==> config.mk <==
export PLATFORM = sky130hd
export DESIGN_NAME = blend_writer
export DESIGN_NICKNAME = d
export VERILOG_FILES = /design/src/rtl/blend_writer.sv
export SDC_FILE = /design/constraint.sdc
export NUM_CORES = 1
export LEC_CHECK = 0
export ABC_CLOCK_PERIOD_IN_PS = 8500
export CORE_AREA = 2 2 144 287
export DETAILED_ROUTE_END_ITERATION = 10
export DIE_AREA = 0 0 146 289
export HOLD_SLACK_MARGIN = 0.08
export PLACE_DENSITY = 0.7
export SLEW_MARGIN = 25
export SYNTH_ARGS = -nofsm -noshare
export SYNTH_HDL_FRONTEND = slang
export SYNTH_SLANG_ARGS = --single-unit
==> constraint.sdc <==
create_clock -name clk_25 -period 8.5 [get_ports clk_25]
set_input_delay 2.55 -clock clk_25 [delete_from_list [all_inputs] [get_ports clk_25]]
set_output_delay 2.55 -clock clk_25 [all_outputs]
set_load 0.02 [all_outputs]
==> src/rtl/blend_writer.sv <==
// Alpha-blends each validated DVI/CCD RGB565 pixel pair, queues the result and
// writes it to the frame buffer over a req/ack handshake.
module blend_writer #(
  parameter int H_ACTIVE   = 640,
  parameter int V_ACTIVE   = 480,
  parameter int FIFO_DEPTH = 8,
  parameter bit KEY_EN     = 1'b1
) (
  input  logic        clk_25,
  input  logic        rst_n,
  input  logic        val,
  input  logic [9:0]  sync_x,
  input  logic [9:0]  sync_y,
  input  logic [4:0]  dvi_r,
  input  logic [5:0]  dvi_g,
  input  logic [4:0]  dvi_b,
  input  logic [4:0]  ccd_r,
  input  logic [5:0]  ccd_g,
  input  logic [4:0]  ccd_b,
  input  logic [4:0]  alpha,
  output logic [18:0] wr_addr,
  output logic [15:0] wr_data,
  output logic        wr_req,
  input  logic        wr_ack,
  output logic        overflow,
  output logic        frame_done
);

  localparam int               AW        = $clog2(FIFO_DEPTH);
  localparam logic [9:0]       H_LIM     = 10'(H_ACTIVE);
  localparam logic [9:0]       V_LIM     = 10'(V_ACTIVE);
  localparam logic [18:0]      H_ACT19   = 19'(H_ACTIVE);
  localparam logic [18:0]      LAST_ADDR = 19'(H_ACTIVE * V_ACTIVE - 1);
  localparam logic [AW:0]      FULL_CNT  = (AW + 1)'(FIFO_DEPTH);

  typedef enum logic {W_IDLE, W_REQ} w_state_e;

  // Blend stage
  logic        b_valid_q, b_valid_d;
  logic [18:0] b_addr_q,  b_addr_d;
  logic [15:0] b_data_q,  b_data_d;

  logic [4:0]  a_clamp, a_inv;
  logic [8:0]  sum_r, sum_b;
  logic [9:0]  sum_g;
  logic        in_range, key_hit;

  // FIFO
  logic [34:0]   fifo_mem [FIFO_DEPTH];
  logic [AW-1:0] wr_ptr_q, wr_ptr_d, rd_ptr_q, rd_ptr_d;
  logic [AW:0]   cnt_q, cnt_d;
  logic          fifo_empty, fifo_full, push, pop, drop;
  logic [34:0]   fifo_head;

  // Write port
  w_state_e    state_q, state_d;
  logic [18:0] wr_addr_q, wr_addr_d;
  logic [15:0] wr_data_q, wr_data_d;
  logic        wr_req_q, wr_req_d;
  logic        overflow_q, overflow_d;
  logic        frame_done_q, frame_done_d;

  // NOTE: every always_comb output gets a default first so no path can infer a latch.
  always_comb begin
    a_clamp  = (alpha > 5'd16) ? 5'd16 : alpha;
    a_inv    = 5'd16 - a_clamp;
    sum_r    = {4'd0, a_clamp} * {4'd0, ccd_r} + {4'd0, a_inv} * {4'd0, dvi_r} + 9'd8;
    sum_g    = {5'd0, a_clamp} * {4'd0, ccd_g} + {5'd0, a_inv} * {4'd0, dvi_g} + 10'd8;
    sum_b    = {4'd0, a_clamp} * {4'd0, ccd_b} + {4'd0, a_inv} * {4'd0, dvi_b} + 9'd8;
    in_range = (sync_x < H_LIM) && (sync_y < V_LIM);
    key_hit  = KEY_EN && ({ccd_r, ccd_g, ccd_b} == 16'd0);

    b_valid_d = val && in_range;
    b_addr_d  = b_addr_q;
    b_data_d  = b_data_q;
    if (b_valid_d) begin
      b_addr_d = {9'd0, sync_y} * H_ACT19 + {9'd0, sync_x};
      b_data_d = key_hit ? {dvi_r, dvi_g, dvi_b}
                         : {5'(sum_r >> 4), 6'(sum_g >> 4), 5'(sum_b >> 4)};
    end
  end

  assign fifo_empty = (cnt_q == '0);
  assign fifo_full  = (cnt_q == FULL_CNT);
  assign fifo_head  = fifo_mem[rd_ptr_q];

  always_comb begin
    state_d      = state_q;
    wr_addr_d    = wr_addr_q;
    wr_data_d    = wr_data_q;
    wr_req_d     = wr_req_q;
    frame_done_d = 1'b0;
    pop          = 1'b0;
    unique case (state_q)
      W_IDLE: begin
        if (!fifo_empty) begin
          pop                    = 1'b1;
          {wr_addr_d, wr_data_d} = fifo_head;
          wr_req_d               = 1'b1;
          state_d                = W_REQ;
        end
      end
      W_REQ: begin
        if (wr_ack) begin
          frame_done_d = (wr_addr_q == LAST_ADDR);
          if (!fifo_empty) begin
            pop                    = 1'b1;
            {wr_addr_d, wr_data_d} = fifo_head;
          end else begin
            wr_req_d = 1'b0;
            state_d  = W_IDLE;
          end
        end
      end
      default: state_d = W_IDLE;
    endcase
  end

  // A full FIFO still accepts the word when the write port pops in the same cycle.
  always_comb begin
    push       = b_valid_q && (!fifo_full || pop);
    drop       = b_valid_q && fifo_full && !pop;
    overflow_d = overflow_q | drop;
    wr_ptr_d   = push ? wr_ptr_q + 1'b1 : wr_ptr_q;
    rd_ptr_d   = pop  ? rd_ptr_q + 1'b1 : rd_ptr_q;
    cnt_d      = cnt_q;
    case ({push, pop})
      2'b10:   cnt_d = cnt_q + 1'b1;
      2'b01:   cnt_d = cnt_q - 1'b1;
      default: cnt_d = cnt_q;
    endcase
  end

  // NOTE: the FIFO storage has no reset; validity is tracked by the reset pointers and count.
  always_ff @(posedge clk_25) begin
    if (push) fifo_mem[wr_ptr_q] <= {b_addr_q, b_data_q};
  end

  // NOTE: sequential state uses non-blocking assignments so all flops update together.
  always_ff @(posedge clk_25 or negedge rst_n) begin
    if (!rst_n) begin
      b_valid_q    <= 1'b0;
      b_addr_q     <= '0;
      b_data_q     <= '0;
      wr_ptr_q     <= '0;
      rd_ptr_q     <= '0;
      cnt_q        <= '0;
      state_q      <= W_IDLE;
      wr_addr_q    <= '0;
      wr_data_q    <= '0;
      wr_req_q     <= 1'b0;
      overflow_q   <= 1'b0;
      frame_done_q <= 1'b0;
    end else begin
      b_valid_q    <= b_valid_d;
      b_addr_q     <= b_addr_d;
      b_data_q     <= b_data_d;
      wr_ptr_q     <= wr_ptr_d;
      rd_ptr_q     <= rd_ptr_d;
      cnt_q        <= cnt_d;
      state_q      <= state_d;
      wr_addr_q    <= wr_addr_d;
      wr_data_q    <= wr_data_d;
      wr_req_q     <= wr_req_d;
      overflow_q   <= overflow_d;
      frame_done_q <= frame_done_d;
    end
  end

  assign wr_addr    = wr_addr_q;
  assign wr_data    = wr_data_q;
  assign wr_req     = wr_req_q;
  assign overflow   = overflow_q;
  assign frame_done = frame_done_q;

endmodule

==> summary.txt, run 1 <==
Finish
  • Fill count: 3346
  • Final core utilization: 55.8%
  • Final net count: 1802
  • Antenna diodes: 0
  • Layout cells sized above 1: 10.9%
  • Non-Filler Cell Area, Final: 0.0224 sq mm
  • Area Growth Syn to Fin: 13.1%

Routing
  • DR vias: 11300
  • Drt wl/cell: 20.1 um
  • First-pass DRT Iterations: 5
  • First-iteration detailed-routing DRC count: 621
  • Routed WL: 41800 um
  • Detail Route Antenna Nets: 0
  • Vias per cell: 5.44
  • # DRC: 0

Global routing
  • Vias in the first global route: 12500
  • GRT Total Usage: 20.4%
  • Largest net degree at the start of global routing: 75
  • First-pass GRT wire length: 67100 um
  • Gr ovfl total: 0
  • Initial antenna violation count: 0

Critical path
  • R2R setup slack: 5.33 ns
  • Critical Path Start Type: primary input
  • R2r endpoint: cnt_q[3]
  • Max stage delay on crit path: 0.56 ns
  • WP buf/inv: 5
  • Critical Path Fanout Max: 4
  • R2R Path Start: cnt_q[0]
  • CP dominant cell by count: fa_1
  • Crit path required time: 8.91 ns
  • Top cell family by delay on the critical path: adder cells
  • Crit-path cells: clkdlybuf4s50_1 > nor2b_2 > inv_1 > ha_1 > xnor2_1 > nand2_1 > fa_1 > fa_1 > inv_1 > fa_1 > fa_1 > inv_1 > fa_1 > inv_1 > ha_1 > a21oi_1 > nor2b_1 > a311o_1 > a21o_1 > xor2_1 > mux2i_1 > o21ai_0
  • Setup crit end kind: flip-flop
  • Crit. Startpoint: alpha[0]
  • Crit-path slowest cell: fa_1
  • CP Class: in2reg
  • Arrival time at the worst endpoint: 8.18 ns
  • Critical path depth in cells: 22
  • Worst Setup EP: b_data_q[3]
  • R2R cell count: 10

Synth
  • Dominant synthesized flop cell: edfxtp_1
  • Post-synthesis register bit count: 365
  • Post-synth ARST share: 23.3%
  • Mean post-synth cell area: 13.9 sq um
  • Area contributors post-synth: edfxtp_1 (43%), dfrtp_1 (11%), fa_1 (10%), mux4_2 (8.0%), ha_1 (7.0%)
  • Ys Warns: 0
  • Area leader, netlist: edfxtp_1
  • Synth Net Count: 1699
  • Post-synthesis sequential area ratio: 53.3%
  • Synth cell types: 54
  • Synth Instances: 1426
  • Cell area after synthesis: 0.0198 sq mm
  • Area share of the leading cell type in the synthesized netlist: 42.5%
  • Post-synth EDFFs: 280

Power
  • Flop pwr share: 42.3%
  • Pwr Total: 0.00615 W
  • Clock power share: 20.8%
  • Pleak: 8.90 nW
  • Power share of the combinational group: 36.9%
  • Sw Pwr: 0.00207 W
  • VDD IR-drop max: 0.163 mV
  • Switching share of power: 33.6%
  • Internal: 0.00409 W
  • PwrDens: 275 mW/mm^2

Placement
  • Placer Congestion: 0.902
  • Dpl hpwl: 28400 um
  • Input/output buffers: 98
  • Placement Setup Slack: 0.165 ns
  • DP Area: 0.0215 sq mm

Hold path
  • HP Class: reg2reg

CTS
  • CTS Hold Bufs: 0
  • Sink Count: 365
  • CTS resizes: 0
  • H-tree levels: 1
  • Worst-path clk slew: 0.07 ns
  • CTS Root Cell: clkbuf_16
  • Maximum root-to-sink buffer count: 3
  • CTS tree: built
  • Clk_lat worst skew: 0.56 ns
  • Number of buffers created by CTS: 28
  • # Post-CTS Setup Buffers: 0

Timing
  • Final worst-path setup slack: 0.728 ns
  • Worst slew pin tran: 0.962 ns
  • Final period utilization: 91.4%
  • Final-report hold violation count: 0
  • Finish-stage setup viols: 0
  • Min Tclk post-route: 7.77 ns
  • Setup TNS: 0 ns
  • Pins Over Slew Limit: 0
  • Setup Skew: 0.0190 ns
  • Max transition margin: 35.3%
  • FMAX: 129 MHz
  • RSZ-0062 raised after global routing: false

Run
  • # Max-Cap Violations: 0

Outcome
  • Status: complete, no violations

Floorplanning
  • Die Span Y: 289 um
  • Num ports: 99
  • Core area: 0.0401 sq mm
  • Die Area: 0.0422 sq mm
  • Starting Density: 49.3%
  • Die width: 146 um
  • Rows: 104
-- power by group through the flow --
stage          combinational [W]  sequential (W)  clock, W
3_5_place_dp             0.00230         0.00265         0
3_3_place_gp             0.00224         0.00263         0
4_1_cts                  0.00232         0.00262   0.00131
6_report                 0.00227         0.00260   0.00128
5_1_grt                  0.00253         0.00266   0.00137
2_1_floorplan            0.00161         0.00260         0
-- flip-flops by register name, indices dropped and copies added (netlist names) --
register    cells
state_q         1
frame_done      1
fifo_mem      280
wr_req          1
b_valid_q       1
wr_addr        19
overflow        1
b_addr_q       19
b_data_q       16
cnt_q           4
rd_ptr_q        3
wr_ptr_q        3
wr_data        16
-- routing by layer --
layer	up-vias	wire length [um]	track usage, %
li1	5182	-	-
met1	5811	14700	21.7
met2	251	24200	41.0
met3	79	1350	1.72
met4	0	1570	8.54
met5	-	0	0
-- final cells by class --
class                           count  area, sq um  share of cell area, %
Inverter                          158          593                   2.65
Timing Repair Buffer              123         1170                   5.23
Tap cell                          530          663                   2.96
Clock buffer                       41          820                   3.66
Sequential cell                   365        10500                   47.1
Multi-Input combinational cell    853         8510                   38.0
Clock inverter                     11         77.6                  0.347
-- per-stage QoR --
step                hold WS, ns  instances
floorplan                 0.432       1426
detailed placement        0.480       2029
global route              0.518       2081
global placement          0.455       2029
finish                    0.488       2081
CTS                       0.494       2081
-- layout by cell type, fill, tap and decap left out, drive strengths merged, types with 7 or more instances in the layout --
| master | Yosys | final |
|---|---|---|
| fa | 102 | 102 |
| clkdlybuf4s50 | 0 | 97 |
| a21oi | 48 | 48 |
| xnor2 | 43 | 43 |
| nor3 | 11 | 11 |
| nand3 | 9 | 9 |
| edfxtp | 280 | 280 |
| inv | 158 | 158 |
| mux4 | 70 | 70 |
| a31oi | 7 | 7 |
| ha | 110 | 110 |
| nor2b | 10 | 10 |
| a21o | 9 | 9 |
| a22oi | 7 | 7 |
| buf | 12 | 26 |
| clkinv | 0 | 11 |
| clkbuf | 38 | 41 |
| dfrtp | 85 | 85 |
| mux2i | 45 | 45 |
| o21ai | 35 | 35 |
| nand2 | 122 | 122 |
| and2 | 97 | 97 |
| nor2 | 56 | 56 |
| nor4 | 10 | 10 |
| xor2 | 20 | 20 |
-- cell families after synthesis --
logic type	after synthesis	share of synthesized area, %
buffers and inverters	208	4.00
DFF	365	53.3
AOI/OAI and AO/OA	121	3.70
and+or+nand+nor	341	8.65
adders and majority gates	212	17.3
xor gates and xnor gates	63	2.79
muxes	116	10.3
-- synth_stat cells, types with 4 or more instances --
cell type and n:
a21o_1 9, a21oi_1 47, a22oi_1 7, a31oi_1 7, and2_1 97, buf_2 9
clkbuf_1 38, dfrtp_1 85, edfxtp_1 280, fa_1 102, ha_1 110, inv_1 158
mux2i_1 45, mux4_2 70, nand2_1 122, nand3_1 9, nand4_1 5, nor2_1 56
nor2b_1 9, nor3_1 10, nor4_1 9, o21a_1 4, o21ai_0 28, o21ai_1 7
or2_2 4, xnor2_1 43, xor2_1 20
-- how the worst min path moves through the flow --
stage                     depth (start not counted)  slack (ns)  startpoint  endpoint
final                                             1        0.49     state_q    wr_req
after global routing                              1        0.52     state_q    wr_req
after CTS                                         1        0.49     state_q    wr_req
after detailed placement                          1        0.48    overflow  overflow
after global placement                            1        0.46    overflow  overflow
after floorplan                                   1        0.43     state_q    wr_req
Power figures use the tool's default switching activity.
==> inputs of run 2 (changes only) <==
Settings changed: ABC_CLOCK_PERIOD_IN_PS 8500 to 9900.
Clock period 8.5 ns to 9.9 ns, I/O delays scaled along.
==> summary.txt, run 2 (synthesized netlist as in run 1, its figures left out) <==
Outcome
  • Status: complete, no violations

Timing
  • Pins Over Slew Limit: 0 (unchanged)
  • RSZ-0062 raised after global routing: false
  • Final period utilization: 85.1%
  • Finish-stage setup viols: 0 (unchanged)
  • Final worst-path setup slack: 1.48 ns (+0.748 ns)
  • Worst slew pin tran: 0.960 ns (-0.00218 ns)
  • Setup Skew: 0.0177 ns (-0.00126 ns)
  • Min Tclk post-route: 8.42 ns
  • Max transition margin: 35.8% (+0.55 points)
  • Setup TNS: 0 ns (unchanged)
  • FMAX: 119 MHz
  • Final-report hold violation count: 0 (unchanged)

Global routing
  • Most used routing layer: met2
  • GRT Total Usage: 20.2% (-0.20 points)
  • Largest net degree at the start of global routing: 75 (unchanged)
  • GR Util met3: 2.00% (+0.28 points)
  • Routing usage on met1: 21.5% (-0.13 points)
  • Gr ovfl total: 0 (unchanged)
  • First-pass GRT wire length: 65800 um (-2.0%)
  • Initial antenna violation count: 0 (unchanged)
  • M2 GR Usage: 40.5% (-0.52 points)
  • Vias in the first global route: 12100 (-3.2%)

Critical path
  • Critical Path Start Type: primary input
  • Worst Setup EP: b_data_q[3]
  • R2r endpoint: cnt_q[3]
  • Crit path required time: 10.33 ns (+1.42 ns)
  • Critical Path Fanout Max: 16 (+12)
  • Arrival time at the worst endpoint: 8.86 ns (+0.68 ns)
  • Crit. Startpoint: alpha[4]
  • R2R cell count: 10 (unchanged)
  • CP Class: in2reg
  • R2R setup slack: 6.78 ns (+1.45 ns)
  • R2R Path Start: cnt_q[0]
  • Setup crit end kind: flip-flop

Power
  • PwrDens: 239 mW/mm^2 (-13%)
  • Pleak: 8.92 nW (+0.17%)
  • VDD IR-drop max: 0.145 mV (-11%)

CTS
  • CTS Hold Bufs: 0 (unchanged)
  • CTS Root Cell: clkbuf_16
  • Number of buffers created by CTS: 28 (unchanged)
  • # Post-CTS Setup Buffers: 0 (unchanged)
  • Clk_lat worst skew: 0.56 ns (about the same)
  • CTS tree: built
  • CTS resizes: 0 (unchanged)
  • Worst-path clk slew: 0.07 ns (about the same)
  • H-tree levels: 1 (unchanged)
  • Sink Count: 365 (unchanged)
  • Maximum root-to-sink buffer count: 3 (unchanged)

Finish
  • Area Growth Syn to Fin: 13.4%
  • Commonest cells after routing, fill and taps aside: edfxtp_1 (280), inv_1 (158), nand2_1 (122), ha_1 (110), fa_1 (102)
  • Final net count: 1801 (-0.055%)
  • Post-route insts no fill: 2080 (-0.048%)
  • Commonest non-fill, non-tap cell in the layout: edfxtp_1
  • Antenna diodes: 0 (unchanged)
  • Layout cells sized above 1: 10.7% (-0.19 points)
  • Max reg flops: 280 (unchanged)
  • Biggest register: fifo_mem
  • Final core utilization: 56.0% (+0.15 points)
  • Fill count: 3340 (-0.18%)

Floorplanning
  • Num ports: 99 (unchanged)
  • Rows: 104 (unchanged)
  • Die Span Y: 289 um (unchanged)
  • Die width: 146 um (unchanged)
  • Core area: 0.0401 sq mm (unchanged)
  • Die Area: 0.0422 sq mm (unchanged)
  • Starting Density: 49.3% (unchanged)

Placement
  • Placer Congestion: 0.884 (-2.0%)
  • Placement Setup Slack: 0.878 ns (+0.713 ns)
  • Input/output buffers: 98 (unchanged)
  • Dpl hpwl: 28200 um (-0.84%)
  • Cell total after placement: 2027 (-0.099%)

Routing
  • Vias per cell: 5.43 (-0.15%)
  • Detail Route Antenna Nets: 0 (unchanged)
  • First-iteration detailed-routing DRC count: 517 (-17%)
  • DR vias: 11300 (-0.19%)
  • # DRC: 0 (unchanged)
  • Routed WL: 41500 um (-0.72%)
  • Drt wl/cell: 20.0 um (-0.67%)
  • First-pass DRT Iterations: 6 (+1)

Hold path
  • HP Class: reg2reg

Run
  • # Max-Cap Violations: 0 (unchanged)
## run 2: worst min path at each step
stage                     startpoint  endpoint  cells past startpoint
after floorplan              state_q    wr_req                      1
after global placement      overflow  overflow                      1
after detailed placement    overflow  overflow                      1
after CTS                   overflow  overflow                      1
after global routing        overflow  overflow                      1
final                       overflow  overflow                      1
## run 2: layout make-up
| class | count | area, sq um | area share (%) |
|---|---|---|---|
| inverter | 158 | 593 | 2.64 |
| clock inverter | 14 | 178 | 0.792 |
| timing repair buffer | 122 | 1170 | 5.22 |
| multi-input combinational | 853 | 8510 | 37.9 |
| tap | 530 | 663 | 2.96 |
| sequential | 365 | 10500 | 47.0 |
| clock buffer | 38 | 779 | 3.47 |
## run 2: critical path, stage by stage
cell and delay (ns):
clkdlybuf4s50_1 0.58, nor2b_1 0.23, inv_1 0.06, ha_1 0.59, nand2_1 0.16, fa_1 0.50, fa_1 0.54, inv_1 0.05
fa_1 0.51, fa_1 0.55, inv_1 0.05, fa_1 0.52, inv_1 0.04, ha_1 0.34, a21oi_1 0.16, nor2b_1 0.05
a311o_1 0.35, a21o_1 0.22, xor2_1 0.14, mux2i_1 0.12, o21ai_0 0.10
## run 2: report_power, final
| group | switching, W | internal [W] |
|---|---|---|
| Combinational | 0.000983 | 0.000969 |
| Clock | 0.000514 | 0.000659 |
| Sequential | 0.000267 | 0.00197 |
| Total | 0.00176 | 0.00360 |
## run 2: metal layers
layer	vias up	part of all wire [%]	wire length, um
li1	5192	-	-
met1	5781	35	14400
met2	253	58	24100
met3	75	3.5	1470
met4	0	3.7	1540
met5	-	0	0
## run 2: stage by stage
step	area, sq um	hold slack (ns)	power [W]
3_5_place_dp	21500	0.458	0.00425
5_1_grt	22400	0.500	0.00570
2_1_floorplan	19800	0.432	0.00361
6_report	22400	0.473	0.00536
3_3_place_gp	21500	0.457	0.00418
4_1_cts	22400	0.474	0.00542
